File: src/rtl/button_events.sv
// Debounced N-key front end: press/release/auto-repeat events serialised onto one
// tick port with the originating key code attached.
module button_events #(
  parameter int N_KEYS       = 5,
  parameter int KCODE_W      = 3,
  parameter int ACTIVE_LOW   = 1,
  parameter int DB_CYCLES    = 1000,
  parameter int REPEAT_DELAY = 25000,
  parameter int REPEAT_RATE  = 5000
) (
  input  logic               clk,
  input  logic               reset,
  input  logic [N_KEYS-1:0]  sw,
  output logic               pos_tick,
  output logic               neg_tick,
  output logic               rpt_tick,
  output logic [KCODE_W-1:0] kcode,
  output logic [N_KEYS-1:0]  pressed
);

  localparam int CNT_W = $clog2(DB_CYCLES);
  localparam int IDX_W = $clog2(N_KEYS);
  localparam int RMAX  = (REPEAT_DELAY > REPEAT_RATE) ? REPEAT_DELAY : REPEAT_RATE;
  localparam int RC_W  = (RMAX > 2) ? $clog2(RMAX) : 1;
  localparam logic [N_KEYS-1:0] IDLE_LVL = (ACTIVE_LOW != 0) ? {N_KEYS{1'b1}} : {N_KEYS{1'b0}};
  localparam logic [CNT_W-1:0]  CNT_MAX  = CNT_W'(DB_CYCLES - 1);
  localparam logic [RC_W-1:0]   RC_DELAY = RC_W'(REPEAT_DELAY - 1);
  localparam logic [RC_W-1:0]   RC_RATE  = RC_W'(REPEAT_RATE - 1);

  typedef enum logic [1:0] {RPT_IDLE = 2'd0, RPT_DELAY = 2'd1, RPT_RATE = 2'd2} rpt_state_t;

  logic [N_KEYS-1:0]             sync1_r, sync2_r, act_s;
  logic [N_KEYS-1:0]             pressed_r, toggle_s, rise_s, fall_s;
  logic [N_KEYS-1:0][CNT_W-1:0]  cnt_r, cnt_next_s;
  logic [N_KEYS-1:0]             pend_press_r, pend_rel_r, pend_any_s, clr_press_s, clr_rel_s;
  logic [IDX_W-1:0]              sel_idx_s;
  logic                          sel_vld_s;
  logic                          pos_r, neg_r, rpt_r, pos_next_s, neg_next_s, rpt_next_s;
  logic [KCODE_W-1:0]            kcode_r, kcode_next_s;
  rpt_state_t                    rstate_r, rstate_next_s;
  logic [IDX_W-1:0]              rkey_r, rkey_next_s;
  logic [RC_W-1:0]               rcnt_r, rcnt_next_s;
  logic                          rwait_r, rwait_next_s, rkey_held_s, rexpire_s, rreq_s;

  // Two-flop synchroniser; reset loads the released level so no phantom edge appears.
  always_ff @(posedge clk or negedge reset) begin
    if (!reset) begin
      sync1_r <= IDLE_LVL;
      sync2_r <= IDLE_LVL;
    end else begin
      sync1_r <= sw;
      sync2_r <= sync1_r;
    end
  end

  assign act_s = (ACTIVE_LOW != 0) ? ~sync2_r : sync2_r;

  // Per-key debounce counters: a level must differ for DB_CYCLES clocks to be accepted.
  always_comb begin
    cnt_next_s = cnt_r;
    toggle_s   = {N_KEYS{1'b0}};
    for (int i = 0; i < N_KEYS; i++) begin
      if (act_s[i] == pressed_r[i]) begin
        cnt_next_s[i] = {CNT_W{1'b0}};
      end else if (cnt_r[i] == CNT_MAX) begin
        cnt_next_s[i] = {CNT_W{1'b0}};
        toggle_s[i]   = 1'b1;
      end else begin
        cnt_next_s[i] = cnt_r[i] + CNT_W'(1);
      end
    end
  end

  assign rise_s     = toggle_s & ~pressed_r;
  assign fall_s     = toggle_s & pressed_r;
  assign pend_any_s = pend_press_r | pend_rel_r;
  assign sel_vld_s  = |pend_any_s;

  // Lowest pending index wins; scanning downwards leaves the smallest one selected.
  always_comb begin
    sel_idx_s = {IDX_W{1'b0}};
    for (int i = N_KEYS - 1; i >= 0; i--) begin
      sel_idx_s = pend_any_s[i] ? IDX_W'(i) : sel_idx_s;
    end
  end

  assign rkey_held_s = pressed_r[rkey_r];
  assign rexpire_s   = (rstate_r != RPT_IDLE) && rkey_held_s && (rcnt_r == {RC_W{1'b0}});
  assign rreq_s      = rexpire_s || rwait_r;

  // Event arbiter: key events first, then a (possibly deferred) repeat request.
  always_comb begin
    pos_next_s   = 1'b0;
    neg_next_s   = 1'b0;
    rpt_next_s   = 1'b0;
    kcode_next_s = kcode_r;
    clr_press_s  = {N_KEYS{1'b0}};
    clr_rel_s    = {N_KEYS{1'b0}};
    if (sel_vld_s) begin
      kcode_next_s = KCODE_W'(sel_idx_s) + KCODE_W'(1);
      if (pend_press_r[sel_idx_s]) begin
        pos_next_s             = 1'b1;
        clr_press_s[sel_idx_s] = 1'b1;
      end else begin
        neg_next_s           = 1'b1;
        clr_rel_s[sel_idx_s] = 1'b1;
      end
    end else if (rreq_s) begin
      rpt_next_s   = 1'b1;
      kcode_next_s = KCODE_W'(rkey_r) + KCODE_W'(1);
    end else begin
      kcode_next_s = kcode_r;
    end
  end

  // Repeat engine: a press (re)targets it; a request that cannot be emitted is held.
  always_comb begin
    rstate_next_s = rstate_r;
    rkey_next_s   = rkey_r;
    rcnt_next_s   = rcnt_r;
    rwait_next_s  = rwait_r;
    if (pos_next_s && (REPEAT_DELAY != 0)) begin
      rstate_next_s = RPT_DELAY;
      rkey_next_s   = sel_idx_s;
      rcnt_next_s   = RC_DELAY;
      rwait_next_s  = rreq_s;
    end else begin
      case (rstate_r)
        RPT_DELAY, RPT_RATE: begin
          if (!rkey_held_s) begin
            rstate_next_s = RPT_IDLE;
            rwait_next_s  = 1'b0;
          end else if (rcnt_r == {RC_W{1'b0}}) begin
            rstate_next_s = RPT_RATE;
            rcnt_next_s   = RC_RATE;
            rwait_next_s  = rreq_s && !rpt_next_s;
          end else begin
            rcnt_next_s  = rcnt_r - RC_W'(1);
            rwait_next_s = rreq_s && !rpt_next_s;
          end
        end
        RPT_IDLE: begin
          rwait_next_s = 1'b0;
        end
        default: begin
          rstate_next_s = RPT_IDLE;
          rwait_next_s  = 1'b0;
        end
      endcase
    end
  end

  // Debounced levels, counters and pending-event flags.
  always_ff @(posedge clk or negedge reset) begin
    if (!reset) begin
      pressed_r    <= {N_KEYS{1'b0}};
      cnt_r        <= '0;
      pend_press_r <= {N_KEYS{1'b0}};
      pend_rel_r   <= {N_KEYS{1'b0}};
    end else begin
      pressed_r    <= pressed_r ^ toggle_s;
      cnt_r        <= cnt_next_s;
      pend_press_r <= (pend_press_r & ~clr_press_s) | rise_s;
      pend_rel_r   <= (pend_rel_r & ~clr_rel_s) | fall_s;
    end
  end

  // Registered event outputs and repeat-engine state.
  always_ff @(posedge clk or negedge reset) begin
    if (!reset) begin
      pos_r    <= 1'b0;
      neg_r    <= 1'b0;
      rpt_r    <= 1'b0;
      kcode_r  <= {KCODE_W{1'b0}};
      rstate_r <= RPT_IDLE;
      rkey_r   <= {IDX_W{1'b0}};
      rcnt_r   <= {RC_W{1'b0}};
      rwait_r  <= 1'b0;
    end else begin
      pos_r    <= pos_next_s;
      neg_r    <= neg_next_s;
      rpt_r    <= rpt_next_s;
      kcode_r  <= kcode_next_s;
      rstate_r <= rstate_next_s;
      rkey_r   <= rkey_next_s;
      rcnt_r   <= rcnt_next_s;
      rwait_r  <= rwait_next_s;
    end
  end

  assign pos_tick = pos_r;
  assign neg_tick = neg_r;
  assign rpt_tick = rpt_r;
  assign kcode    = kcode_r;
  assign pressed  = pressed_r;

endmodule

File: config.mk
export PLATFORM = sky130hd
export DESIGN_NAME = button_events
export DESIGN_NICKNAME = d
export VERILOG_FILES = /design/src/rtl/button_events.sv
export SDC_FILE = /design/constraint.sdc
export NUM_CORES = 1
export LEC_CHECK = 0
export ABC_AREA = 1
export CAP_MARGIN = 0
export CORE_ASPECT_RATIO = 0.75
export CORE_MARGIN = 2
export CORE_UTILIZATION = 55
export CTS_CLUSTER_DIAMETER = 150
export DETAILED_ROUTE_END_ITERATION = 10
export HOLD_SLACK_MARGIN = 0.1
export MAX_ROUTING_LAYER = met4
export PLACE_DENSITY = 0.77
export SLEW_MARGIN = 20
export SYNTH_ARGS = -nofsm -noshare
export SYNTH_HDL_FRONTEND = slang
export SYNTH_SLANG_ARGS = --single-unit
export TNS_END_PERCENT = 20
File: constraint.sdc
create_clock -name clk -period 1.6 [get_ports clk]
set_input_delay 0.32 -clock clk [delete_from_list [all_inputs] [get_ports clk]]
set_output_delay 0.32 -clock clk [all_outputs]
set_load 0.05 [all_outputs]
# After elaboration in Yosys (flattened, before gate mapping)

Cells that the tools add are included.

Register bits after elaboration: 102
Bits in latches: 0
Bits in writable memories: 0
ROM bits: 0
Input port bits: 7
Output and inout port bits: 11
Word-level logic and storage cells: 125
Memories kept: 0

Add/sub/neg operators: 8
Multiply operators: 0
Div/mod/pow operators: 0
$lt $le $gt $ge: 3
Eq/ne operators: 14
Shift operators: 0
Muxes and demuxes: 54
Bitwise gates (word level): 12
Reduce and logical (&&, ||, !) cells: 16

Operator list:

| cell                                                                          | count |
|---|---|
| 10-bit 2-to-1 mux                                                             | 10 |
| 15-bit 2-to-1 mux                                                             | 4 |
| 10-bit by 1-bit adder with 10-bit output (second input constant)              | 5 |
| 10-bit == test (second input constant)                                        | 5 |
| 1-bit 2-to-1 mux                                                              | 22 |
| 3-bit 2-to-1 mux                                                              | 7 |
| 5-bit AND                                                                     | 4 |
| 5-bit 2-to-1 mux                                                              | 4 |
| 5-bit NOT                                                                     | 4 |
| 15-bit zero test                                                              | 1 |
| 5-bit OR                                                                      | 3 |
| 15-bit by 1-bit subtractor with 15-bit output (second input constant)         | 1 |
| 3-bit by 4-bit less-than comparator with 1-bit output (second input constant) | 2 |
| 2-bit nonzero test                                                            | 4 |
| 3-bit by 1-bit adder with 3-bit output (second input constant)                | 2 |
| 1-bit binary-select mux with 3-bit select                                     | 2 |
| 2-bit 2-to-1 mux                                                              | 3 |
| 1-bit == test                                                                 | 5 |
| 5-bit OR reduction                                                            | 1 |
| 5-bit XOR                                                                     | 1 |
| 1-bit logical AND                                                             | 4 |
| 4-bit inequality test (second input constant)                                 | 1 |
| 2-bit case mux with 2 select lines                                            | 1 |
| 2-bit AND reduction                                                           | 2 |
| 9 further kinds                                                               | 9 |

# Logic depth before layout (Yosys ltp)

Word-level depth: 15
Depth in mapped cells: 11
Mapped depth without buffers: 11

# Worst setup path before layout

No wires, ideal clock.

Kind: register to register
From: reg pend_press_r[1]
To: reg kcode_r[2], in the netlist kcode[2]
Setup time: 0.119 ns
Data arrival time: 1.587 ns
Required time: 1.481 ns
Setup slack: -0.106 ns
Cell stages (with the launch flop): 11
Buffers on the path: 0
Period minus slack after synthesis: 1.706 ns
Cell sequence: dfrtp_1 -> nor2_2 -> inv_1 -> o21ai_0 -> inv_1 -> nor2_1 -> inv_1 -> ha_1 -> xnor2_1 -> nand2_1 -> nand2_1

Cells in the longest elaborated chain, start to end: 5
Elaborated cells between the ends (all ways): 7
Those cells by class: add/sub: 1; mux: 3; bitwise: 1; reduce/logical: 2

Ends and longest elaborated chain:

| item                                   | line | source |
|---|---|---|
| start: declaration                     | 35   | `logic [N_KEYS-1:0] pend_press_r, pend_rel_r, pend_any_s, clr_press_s, clr_rel_s;` |
| start signal: assignment               | 158  | `pend_press_r <= {N_KEYS{1'b0}};` |
| start signal: assignment               | 163  | `pend_press_r <= (pend_press_r & ~clr_press_s) \| rise_s;` |
| 5-bit OR *                             | 76   | `assign pend_any_s = pend_press_r \| pend_rel_r;` |
| 3-bit 2-to-1 mux (2 in a row)          | 83   | `sel_idx_s = pend_any_s[i] ? IDX_W'(i) : sel_idx_s;` |
| 3-bit by 1-bit adder with 3-bit output | 100  | `kcode_next_s = KCODE_W'(sel_idx_s) + KCODE_W'(1);` |
| 3-bit 2-to-1 mux                       | 99   | `if (sel_vld_s) begin` |
| end signal: assignment                 | 174  | `kcode_r <= {KCODE_W{1'b0}};` |
| end signal: assignment                 | 183  | `kcode_r <= kcode_next_s;` |
| end: declaration                       | 39   | `logic [KCODE_W-1:0] kcode_r, kcode_next_s;` |

Mark *: on every way between the ends. The rest lies on a longest branch, timed or not.
A chain may end at the register's enable or synchronous reset.

# Worst setup path in the final report

From: reg pend_press_r[3]
To: reg kcode_r[2], in the netlist kcode[2]

Cells in the longest elaborated chain, start to end: 7
Elaborated cells between the ends (all ways): 9
Those cells by class: add/sub: 1; mux: 5; bitwise: 1; reduce/logical: 2

Ends and longest elaborated chain:

| item                                   | line |
|---|---|
| 5-bit OR *                             | 76 |
| 3-bit 2-to-1 mux (4 in a row)          | 83 |
| 3-bit by 1-bit adder with 3-bit output | 100 |
| 3-bit 2-to-1 mux                       | 99 |

Marks and branches as above.

==> impl_metrics.env <==
export IMPL_seq_power_share_pct=52.0
export IMPL_synth_cells=621
export IMPL_synthTopCellsByArea="dfrtp_1 45%, nand2_1 9.6%, nor2_1 7.4%"
export IMPL_synth_nets=647
export IMPL_placed_cells=795
export IMPL_grt_pass1_wl_mm=18.1
export IMPL_finalCritPeriodShare_pct=99.4
export IMPL_detail_route_wl_per_cell_um=12.9
export IMPL_power_net_switching_uw=1170
export IMPL_ys_seq_area_share_pct=49.9
export IMPL_dp_worst_setup_slack_ns=-0.0577
export IMPL_fin_ws_ns=0.00928
export IMPL_insertion_delay_ns=0.35
export IMPL_vias=4129
export IMPL_die_area_sq_um=10100
export IMPL_diodes=0
export IMPL_numCtsBuffers=9
export IMPL_antenna_found_initial=0
export IMPL_stdcell_area_sq_um=6280
export IMPL_syn_area_sq_um=5140
export IMPL_syn_area_per_cell_sq_um=8.28
export IMPL_yosysWarnings=0
export IMPL_initial_core_util_pct=56.6
export IMPL_coreArea_sq_um=9080
export IMPL_dr_first_iter_drc_count=291
export IMPL_rows=30
export IMPL_area_growth_pct=22.2
export IMPL_finalNetCount=712
export IMPL_cts_clk_slew_worst_paths_ns=0.08
export IMPL_start_kind="register"
export IMPL_drt_pass1_iterations=5
export IMPL_swShare_pct=23.0
export IMPL_end_kind="register"
export IMPL_cp_required_ns=1.85
export IMPL_synth_edf_count=0
export IMPL_slew_headroom_pct=74.2
export IMPL_peakVddDrop_mv=0.728
export IMPL_path_max_fanout=3
export IMPL_rsz0062_at_grt="true"
export IMPL_die_y_um=87.7
export IMPL_critical_path_class="reg -> reg"
export IMPL_grt_usage_pct=23.4
export IMPL_p_clk_share_pct=44.6
export IMPL_yosysTopAreaCell="dfrtp_1"
export IMPL_drc_errors=0
export IMPL_p_per_area_nw_per_um2=815
export IMPL_overflow=0
export IMPL_final_core_util_pct=69.1
export IMPL_die_width_um=116
export IMPL_r2r_slack_ns=0.009
export IMPL_fin_crit_ns=1.59
export IMPL_leakage_uw=0.00325
export IMPL_final_instance_count_excl_fill=819
export IMPL_worstMarginPinSlew_ns=0.384
export IMPL_synth_top_cell_area_share_pct=44.8
export IMPL_setup_viol=0
export IMPL_cts_tree="yes"
export IMPL_p_int_uw=3940
export IMPL_dpl_hpwl_mm=7.51
export IMPL_first_global_vias=3982
export IMPL_max_freq_ghz=0.629
export IMPL_wirelength_mm=10.6
export IMPL_pwr_share_comb_pct=3.4
export IMPL_clock_path_buffers=2
export IMPL_async_flop_share_pct=100
export IMPL_htree_levels=3
export IMPL_ys_flop_type="dfrtp_1"
export IMPL_fillCellCount=698
export IMPL_grt_max_degree=58
export IMPL_postPlaceCellArea_sq_um=5750
export IMPL_ant_nets=0
export IMPL_total_power_uw=5120
export IMPL_hold_path_class="reg -> reg"
export IMPL_vias_per_cell=5.04
export IMPL_clock_sinks=102
export IMPL_ios=18
export IMPL_finClkSkew_ns=0.00842
export IMPL_final_hold_viol_count=0
export IMPL_arrival_ns=1.84
export IMPL_yosys_register_bits=102
export IMPL_maxSlewViolCount=0
export IMPL_portBuffers=17
export IMPL_cap_violations=0
export IMPL_synth_most_common_cell="nand2_1"
export IMPL_yosys_top_cells_count="132 x nand2_1, 101 x nor2_1, 92 x dfrtp_1"
export IMPL_gp_congestion=0.936
export IMPL_outcome="finished, final reports clean"
export IMPL_ys_types=31
export IMPL_cts_root_buf="clkbuf_16"
export IMPL_drive_gt1_share_pct=19.0
-- power groups by stage --
stage | Sequential [uW] | Clock [uW] | Combinational, uW
6_report | 2660 | 2280 | 173
5_1_grt | 2670 | 2460 | 200
4_1_cts | 2660 | 2360 | 176
3_5_place_dp | 2710 | 0 | 174
3_3_place_gp | 2710 | 0 | 163
2_1_floorplan | 2710 | 0 | 69.6
-- critical path, cell delays in order, from the launching register on --
cell and delay [ns]:
dfrtp_1 0.42, nor2_4 0.18, nor2_2 0.06, o21ai_2 0.17, inv_2 0.06, nor2_2 0.13, inv_2 0.07, ha_4 0.16
xnor2_2 0.12, nand2_1 0.06, nand2_1 0.05
-- flip-flops by register name (all words and copies together) (netlist names), 3 cells and up --
name,count
rcnt_r,15
pressed,5
pend_rel_r,5
rkey_r,3
kcode,3
pend_press_r,5
sync2_r,5
cnt_r,50
sync1_r,5
-- area by class of cell --
type / count / area, sq um / share of cell area (%)
clock inverters: 7 / 91.3 / 1.45
inverters: 83 / 317 / 5.04
clock buffers: 9 / 225 / 3.59
flip-flops and latches: 102 / 2570 / 40.9
well taps: 128 / 160 / 2.55
multi-input cells: 431 / 2370 / 37.7
repair buffers: 59 / 549 / 8.75
-- cells in the final DEF (no fill, tap or decap), types with 2 or more instances in the layout --
cell,instances
nand2_1,126
nor2_1,90
dfrtp_1,87
inv_1,75
nand3_1,53
buf_4,45
nor3_1,22
a21oi_1,18
xor2_1,18
ha_1,17
o21ai_0,14
xnor2_1,12
nor2_2,11
dfstp_2,10
nand4_1,9
clkbuf_16,9
inv_2,7
nor2_4,7
buf_12,7
nand2_2,6
a21o_1,5
dfrtp_2,5
clkdlybuf4s50_1,5
nor3b_1,3
nand2_4,3
inv_6,3
nand3_4,2
o21ai_2,2
nand3_2,2
ha_4,2
-- per-layer routing --
metal / vias up / routed length [um] / GRT usage, %
met3: 12 / 449 / 5.19
met2: 81 / 4960 / 36.6
li1: 2097 / - / -
met5: - / 0 / -
met4: 0 / 108 / 6.82
met1: 1939 / 5050 / 30.9
-- final timing paths --
kind	start	endpoint	cells past startpoint
min reg2reg	sync1_r[3]$_DFF_PN1_	sync2_r[3]$_DFF_PN1_	0
max in group asynchronous	reset	sync2_r[2]$_DFF_PN1_	3
min in group asynchronous	reset	cnt_r[9]$_DFF_PN0_	3
max	pend_press_r[3]$_DFF_PN0_	kcode[2]$_DFFE_PN0P_	10
min	sync1_r[3]$_DFF_PN1_	sync2_r[3]$_DFF_PN1_	0
max reg2reg	pend_press_r[3]$_DFF_PN0_	kcode[2]$_DFFE_PN0P_	10
-- cells by family (layout without fill, tap and decap cells) --
group | count (synthesis) | after routing | synth area share (%)
AND/OR/NAND/NOR | 340 | 340 | 29.0
XOR/XNOR | 31 | 31 | 5.28
adder cells (fa/ha/maj) | 19 | 19 | 4.62
flip-flops | 102 | 102 | 49.9
buffers and inverters | 88 | 158 | 6.91
AO/OA/AOI/OAI | 41 | 41 | 4.33
-- through the flow --
stage,setup TNS [ns],hold slack (ns)
6_report,0,0.356
5_1_grt,-0.901,0.349
4_1_cts,0,0.350
3_5_place_dp,-0.0994,0.333
3_3_place_gp,0,0.328
2_1_floorplan,-0.00645,0.0244
-- repair_timing --
action	in CTS	in global routing
hold endpoints to repair	92	0
setup endpoints to repair	2	33
resized for setup	5	42
hold buffers	1	0
setup buffers	2	6
pin swaps	3	18
(Power assumes the default switching activity.)
==> RTL edit 1: new RTL, config.mk and constraints unchanged <==
Change the parameter `N_KEYS` from 5 to 10.
--- a/src/rtl/button_events.sv
+++ b/src/rtl/button_events.sv
@@ -2,5 +2,5 @@
 // tick port with the originating key code attached.
 module button_events #(
-  parameter int N_KEYS       = 5,
+  parameter int N_KEYS       = 10,
   parameter int KCODE_W      = 3,
   parameter int ACTIVE_LOW   = 1,
Interface: changed (resized pressed and sw); port bits go from 18 to 28. The function was not compared with the original's and may differ.
==> RTL edit 1 against the unedited design <==
The flow now finishes with violations (setup timing). Synthesized cell count increased by 54%. Count of clock-buffer cells in the layout up 8. Core utilization rose by 0.56 points. Sequential cell count up 76. Final cell count is 60% higher. Worst setup slack got worse by 0.57 ns. Worst hold slack got worse by 0.075 ns. Power rose by 82%. Routed wire length grew 63%. Area after synthesis is 63% higher. Design area increased by 67%. Critical endpoint is now pend_rel_r[5]. Largest power group unchanged. Highest routed layer unchanged.
==> RTL edit 1: results (changes against the unedited design) <==
The run finished, with violations left. The checks that failed: setup timing. The number of distinct library cells after synthesis came out at 37 (+19%).

The depth of the CTS H-tree is 4 (+1). For the standard cell area after detailed placement, the log shows 9688 um^2 (+69%). In this design, the largest share of critical-path delay is due to simple AND/OR/NAND/NOR gates.

The maximum net fanout on the critical path came out at 6 (+3). The post-synthesis sequential area ratio came out at 53.39% (+3.5 points). The master of the slowest instance on the critical path is dfrtp_1.

By area the synthesized netlist is led by dfrtp_1 47%, nand2_1 7.6%, nor2_1 7.4%. For the number of cells in the design after placement, the log shows 1271 (+60%). The share of total power consumed by net switching was 23.67% (+0.71 points); the count of input and output buffers was 27 (+10). The tools report the count of antenna diodes in the layout as 0 (unchanged). The tools report the peak ir drop on the vdd network as 0.0009545 V (+31%). The clock latency reported for the late side of the worst-skew pair is 0.44 ns (+0.09 ns), and the clock transition at the registers of the reported paths is 0.07 ns. Type of the tightest min-delay check: primary input to flop. The tools report the wire length on met3 as 788 um (+76%).

The net count of the mapped netlist was 1002 (+55%). Placed wire-length estimate: 11780 um (+57%). Number of nets at the end of the flow: 1135 (+59%). The via density per instance was 4.982 (-1.2%). The number of antenna violations at the first check in global routing came out at 0 (unchanged).

Largest stage delay on the critical path: 0.38 ns (-0.04 ns). The run gives 957 (+54%) as the synthesized netlist cell count. The wire length of the first global-routing pass was 29990 um (+66%).

The clock buffer count from CTS is 17 (+8), and the combined global-route utilization of all metal layers is 23.35% (-0.043 points). The tools report the number of endpoints failing setup at the final stage as 47 (+47). The number of filler cells placed in the layout is 1092 (+56%), and the worst setup timing slack at the placement stage is -0.5835 ns (-0.5259 ns). The logs give 2.48 ns (+0.64 ns) for the arrival time of data at the critical path endpoint and 44 (-24%) for the largest net degree at the start of global routing. For the fmax, the log shows 463.1 MHz (-26%). The final worst setup slack is -0.5594 ns (-0.5687 ns), and the routed length on met1 is 8184 um (+62%).

The via count of the first global-routing pass was 6506 (+63%); the aggregate routed wire length was 17210 um (+63%). The static leakage power is 5.341 nW (+64%). Global placer's final weighted congestion: 0.9698 (+3.6%).

The detailed-routing iteration count for the pre-antenna-repair pass was 5 (unchanged). Met2 routed wirelength: 8009 um (+61%). The largest registers in the layout are cnt_r: 100 flops, rcnt_r: 15 flops.

The uppermost signal routing layer after detailed routing is met4. The number of warnings reported in the yosys synthesis log is 0 (unchanged), and the layout cell share with drive strength beyond 1 is 19.67% (+0.72 points). The worst setup skew after layout was 0.01356 ns (+0.005140 ns); the proportion of synthesized flip-flops having asynchronous set or reset was 100.0% (unchanged).

The root cell of the clock tree is clkbuf_16. The remaining max-slew budget at the tightest pin was 75.15% (+1.0 points). Sorting the synthesized cells by how often they occur yields 170 x nand2_1, 165 x nor2_1, 158 x dfrtp_1. The maximum root-to-sink buffer count was 2 (unchanged); the number of DRC markers after the initial detailed-route iteration was 437 (+50%). The average wire per cell in the routed design came out at 13.16 um (+1.9%).
RTL edit 1: changes by cell type after synthesis, sizes merged, moves of 6 or more:
cell,before,now
nand2,136,175
nor2,108,167
nand3,57,27
xnor2,13,19
nor3,23,52
dfstp,10,20
inv,83,147
a21oi,18,37
o21ai,16,32
xor2,18,33
dfrtp,92,158
ha,19,33
nor3b,3,14
RTL edit 1: worst paths after layout:
check,slack [ns],start,end,cells past startpoint
max,-0.56,pend_press_r[8],pend_rel_r[5],20
min,0.28,sw[8],sync1_r[8],1
max reg2reg,-0.56,pend_press_r[8],pend_rel_r[5],20
min reg2reg,0.36,sync1_r[9],sync2_r[9],0
max in group asynchronous,0.70,reset,sync2_r[7],3
min in group asynchronous,0.32,reset,cnt_r[99],2
RTL edit 1: power groups by stage:
stage / clock network [mW] / logic [mW] / registers, mW
6_report: 4.33 / 0.315 / 4.66
5_1_grt: 4.64 / 0.369 / 4.67
4_1_cts: 4.43 / 0.322 / 4.66
3_5_place_dp: 0 / 0.315 / 4.74
3_3_place_gp: 0 / 0.306 / 4.74
2_1_floorplan: 0 / 0.131 / 4.73
RTL edit 1: what timing repair did:
item / CTS / global route
cloned: 1 / 0
endpoints found under the hold margin: 160 / 0
endpoints found under the setup margin: 51 / 69
pin swaps: 3 / 5
setup buffers: 1 / 2
hold buffers: 1 / 0
resized for setup: 27 / 31
RTL edit 1: area by class of cell:
cell class | instances | area (um^2) | share of cell area, %
clock buffer | 17 | 425.4 | 4.048
clock inverter | 15 | 187.7 | 1.786
inverter | 147 | 554.3 | 5.274
multi-input combinational | 628 | 3493 | 33.24
sequential | 178 | 4481 | 42.63
tap | 205 | 256.5 | 2.440
timing repair buffer | 118 | 1112 | 10.58
RTL edit 1: cells by family after synthesis:
group | count (synthesis) | share of synthesized area [%]
xor gates and xnor gates | 52 | 5.428
DFF | 178 | 53.38
AOI/OAI and AO/OA | 87 | 5.696
and+or+nand+nor | 455 | 23.49
adders and majority gates | 33 | 4.921
buffers and inverters | 152 | 7.083
RTL edit 1: through the flow:
step / TNS, ns / hold WS [ns]
2_1_floorplan: -12.41 / 0.02441
3_3_place_gp: -20.32 / 0.2155
3_5_place_dp: -23.29 / 0.2136
4_1_cts: -19.90 / 0.2649
5_1_grt: -31.10 / 0.2667
6_report: -21.66 / 0.2814
RTL edit 1: metal layers:
metal / global-route usage (%) / vias up
li1: - / 3294
met1: 32.31 / 3060
met2: 35.81 / 139
met3: 4.568 / 24
met4: 6.084 / 0
met5: - / -
==> RTL edit 2: new RTL, same settings <==
Made on the original files. Register the output `kcode` once more, cleared by the reset; this adds one clock of latency there. The other outputs are not delayed to match.
--- a/src/rtl/button_events.sv
+++ b/src/rtl/button_events.sv
@@ -192,5 +192,11 @@
   assign neg_tick = neg_r;
   assign rpt_tick = rpt_r;
-  assign kcode    = kcode_r;
+  always_ff @(posedge clk or negedge reset) begin
+    if (!reset) begin
+      kcode <= '0;
+    end else begin
+      kcode <= kcode_r;
+    end
+  end
   assign pressed  = pressed_r;
 
Function: no difference found for any inputs over 10 cycles, from zero or initial values and one cycle with reset low; that may be too few to reach the edited logic, so the function may still have changed.
==> RTL edit 2 against the unedited design <==
The run now ends with setup timing left. Non-clock buffer count rose by 19. Critical path depth increased by 2. Count of clock-buffer cells in the layout unchanged. Combinational power increased by 15%. Worst setup slack worse by 0.093 ns. Die area grew 2.0%. Final cell count grew 2.2%. Sequential power up 3%. Routed wire length is 13% higher. Power grew 2.2%. Sequential cell count rose by 3. Area after synthesis rose by 2.1%. Design area rose by 4.7%. Highest routed layer unchanged.
==> RTL edit 2: results (changes against the unedited design) <==
The synthesized netlist cell count was 617 (-0.64%). The type of the tightest min-delay check was flop to flop. The run gives 18800 um (+4.1%) as the wire length of the first global-routing pass. The run finished, with violations left. For the final worst setup slack, the log shows -0.08377 ns (-0.09305 ns).

The commonest cells after synthesis are 132 x nand2_1, 95 x dfrtp_1, 89 x nor2_1. The startpoint identified for the worst hold timing path is sync1_r[4]. Number of cells on the worst hold path: 0 (unchanged).

The fraction of met2 tracks used by global routing is 36.78% (+0.21 points). The tools report the number of cells in the design after placement as 799 (+0.50%). The layout cell share with drive strength beyond 1 was 25.39% (+6.4 points); the post-route worst hold slack was 0.3564 ns (+0.0002170 ns). The arrival time of data at the critical path endpoint is 1.93 ns (+0.09 ns), and the number of endpoints failing setup at the final stage is 8 (+8). Grouping stages by cell kind, the critical path spends the most delay in simple AND/OR/NAND/NOR gates. The tools report the peak ir drop on the vdd network as 0.0006412 V (-12%).

The number of DRC markers after the initial detailed-route iteration was 322 (+11%); the placed wire-length estimate was 7730 um (+3.0%). The transition time of the tightest slew-check pin is 0.4331 ns (+0.04945 ns). The tools report the met1 global-route usage as 32.02% (+1.1 points). Depth of the CTS H-tree: 3 (unchanged).

For the static leakage power, the log shows 3.419 nW (+5.2%). The endpoint of the lowest-slack register-to-register path was kcode_r[2]. The via count of the first global-routing pass came out at 4167 (+4.6%). The worst setup skew after layout is 0.007827 ns (-0.0005927 ns). The endpoint of the worst hold path is sync2_r[4]. The via density per instance works out to 5.225 (+3.6%). The checks that failed: setup timing. The global-route track usage on met3 came out at 7.192% (+2.0 points). The internal power consumption is 4.026 mW (+2.1%), and the number of vias in the routed layout is 4373 (+5.9%). The tools report the number of setup buffers added after CTS as 7 (+5).

The cell count of the worst reg-to-reg path came out at 12 (+2). In the post-synthesis netlist, the biggest area contributors are dfrtp_1 45%, nand2_1 9.4%, nor2_1 6.4%. Largest stage delay on the critical path: 0.42 ns (about the same). The run gives -0.03898 ns (+0.01869 ns) as the worst setup timing slack at the placement stage. Global placer's final weighted congestion: 0.9798 (+4.7%). The combined global-route utilization of all metal layers was 24.25% (+0.85 points); the post-synthesis sequential area ratio was 50.29% (+0.40 points).

The tools report the root cell of the clock tree as clkbuf_16. The maximum net fanout on the critical path is 4 (+1). The total negative slack is -0.2155 ns (-0.2155 ns).

The post-cts repair resize count is 8 (+3), and the detailed-routing iteration count for the pre-antenna-repair pass is 5 (unchanged). The run gives 5908 um^2 (+2.8%) as the standard cell area after detailed placement. The count of input and output buffers was 17 (unchanged); the number of distinct library cells after synthesis was 35 (+13%). Clock buffer count from CTS: 9 (unchanged). Number of filler cells placed in the layout: 668 (-4.3%). Average wire per cell in the routed design: 14.29 um (+11%). The tools report the largest net degree at the start of global routing as 37 (-36%). Post-synthesis share of cell area spent on xor and xnor gates: 3.837% (-1.4 points). The number of nets at the end of the flow is 730 (+2.5%), and the post-synthesis adder-cell area fraction is 4.528% (-0.096 points).

The run gives 643 (-0.62%) as the net count of the mapped netlist. The complex-gate fraction of the synthesized area works out to 5.481% (+1.1 points).
[RTL edit 2: cell types whose count changed after synthesis, sizes merged, moves of 3 or more]
cell / before / now
nand3: 57 / 40
nand2: 136 / 150
nor2: 108 / 96
xor2: 18 / 12
o21ai: 16 / 21
o21bai: 1 / 5
dfrtp: 92 / 95
nand4: 9 / 12
[RTL edit 2: how the worst max path moves through the flow]
stage / start / end / slack, ns / depth (start not counted)
2_1_floorplan: pend_press_r[3] / kcode_r[1] / 0.008 / 10
3_3_place_gp: pend_press_r[2] / rcnt_r[1] / 0.03 / 9
3_5_place_dp: pend_press_r[2] / kcode_r[1] / -0.04 / 8
4_1_cts: pend_rel_r[0] / kcode_r[1] / -0.0008 / 10
5_1_grt: pend_press_r[3] / kcode_r[2] / -0.20 / 12
6_report: pend_press_r[3] / kcode_r[2] / -0.08 / 12
[RTL edit 2: power by group through the flow]
| stage | registers (mW) | clock network [mW] | logic [mW] |
|---|---|---|---|
| final | 2.74 | 2.29 | 0.199 |
| after global routing | 2.74 | 2.45 | 0.231 |
| after CTS | 2.74 | 2.34 | 0.193 |
| after detailed placement | 2.79 | 0 | 0.187 |
| after global placement | 2.78 | 0 | 0.179 |
| after floorplan | 2.78 | 0 | 0.0679 |
[RTL edit 2: layout make-up]
type / instances / area [um^2] / share of cell area (%)
inverter: 85 / 324.1 / 4.929
clock buffer: 9 / 225.2 / 3.425
timing repair buffer: 78 / 725.7 / 11.04
multi-input combinational: 425 / 2404 / 36.56
sequential: 105 / 2648 / 40.27
clock inverter: 7 / 88.84 / 1.351
tap: 128 / 160.2 / 2.436
[RTL edit 2: per-layer routing]
layer,share of wire [%],vias to the layer above
li1,-,2133
met1,45,2084
met2,47,135
met3,6.3,21
met4,1.5,0
met5,0,-
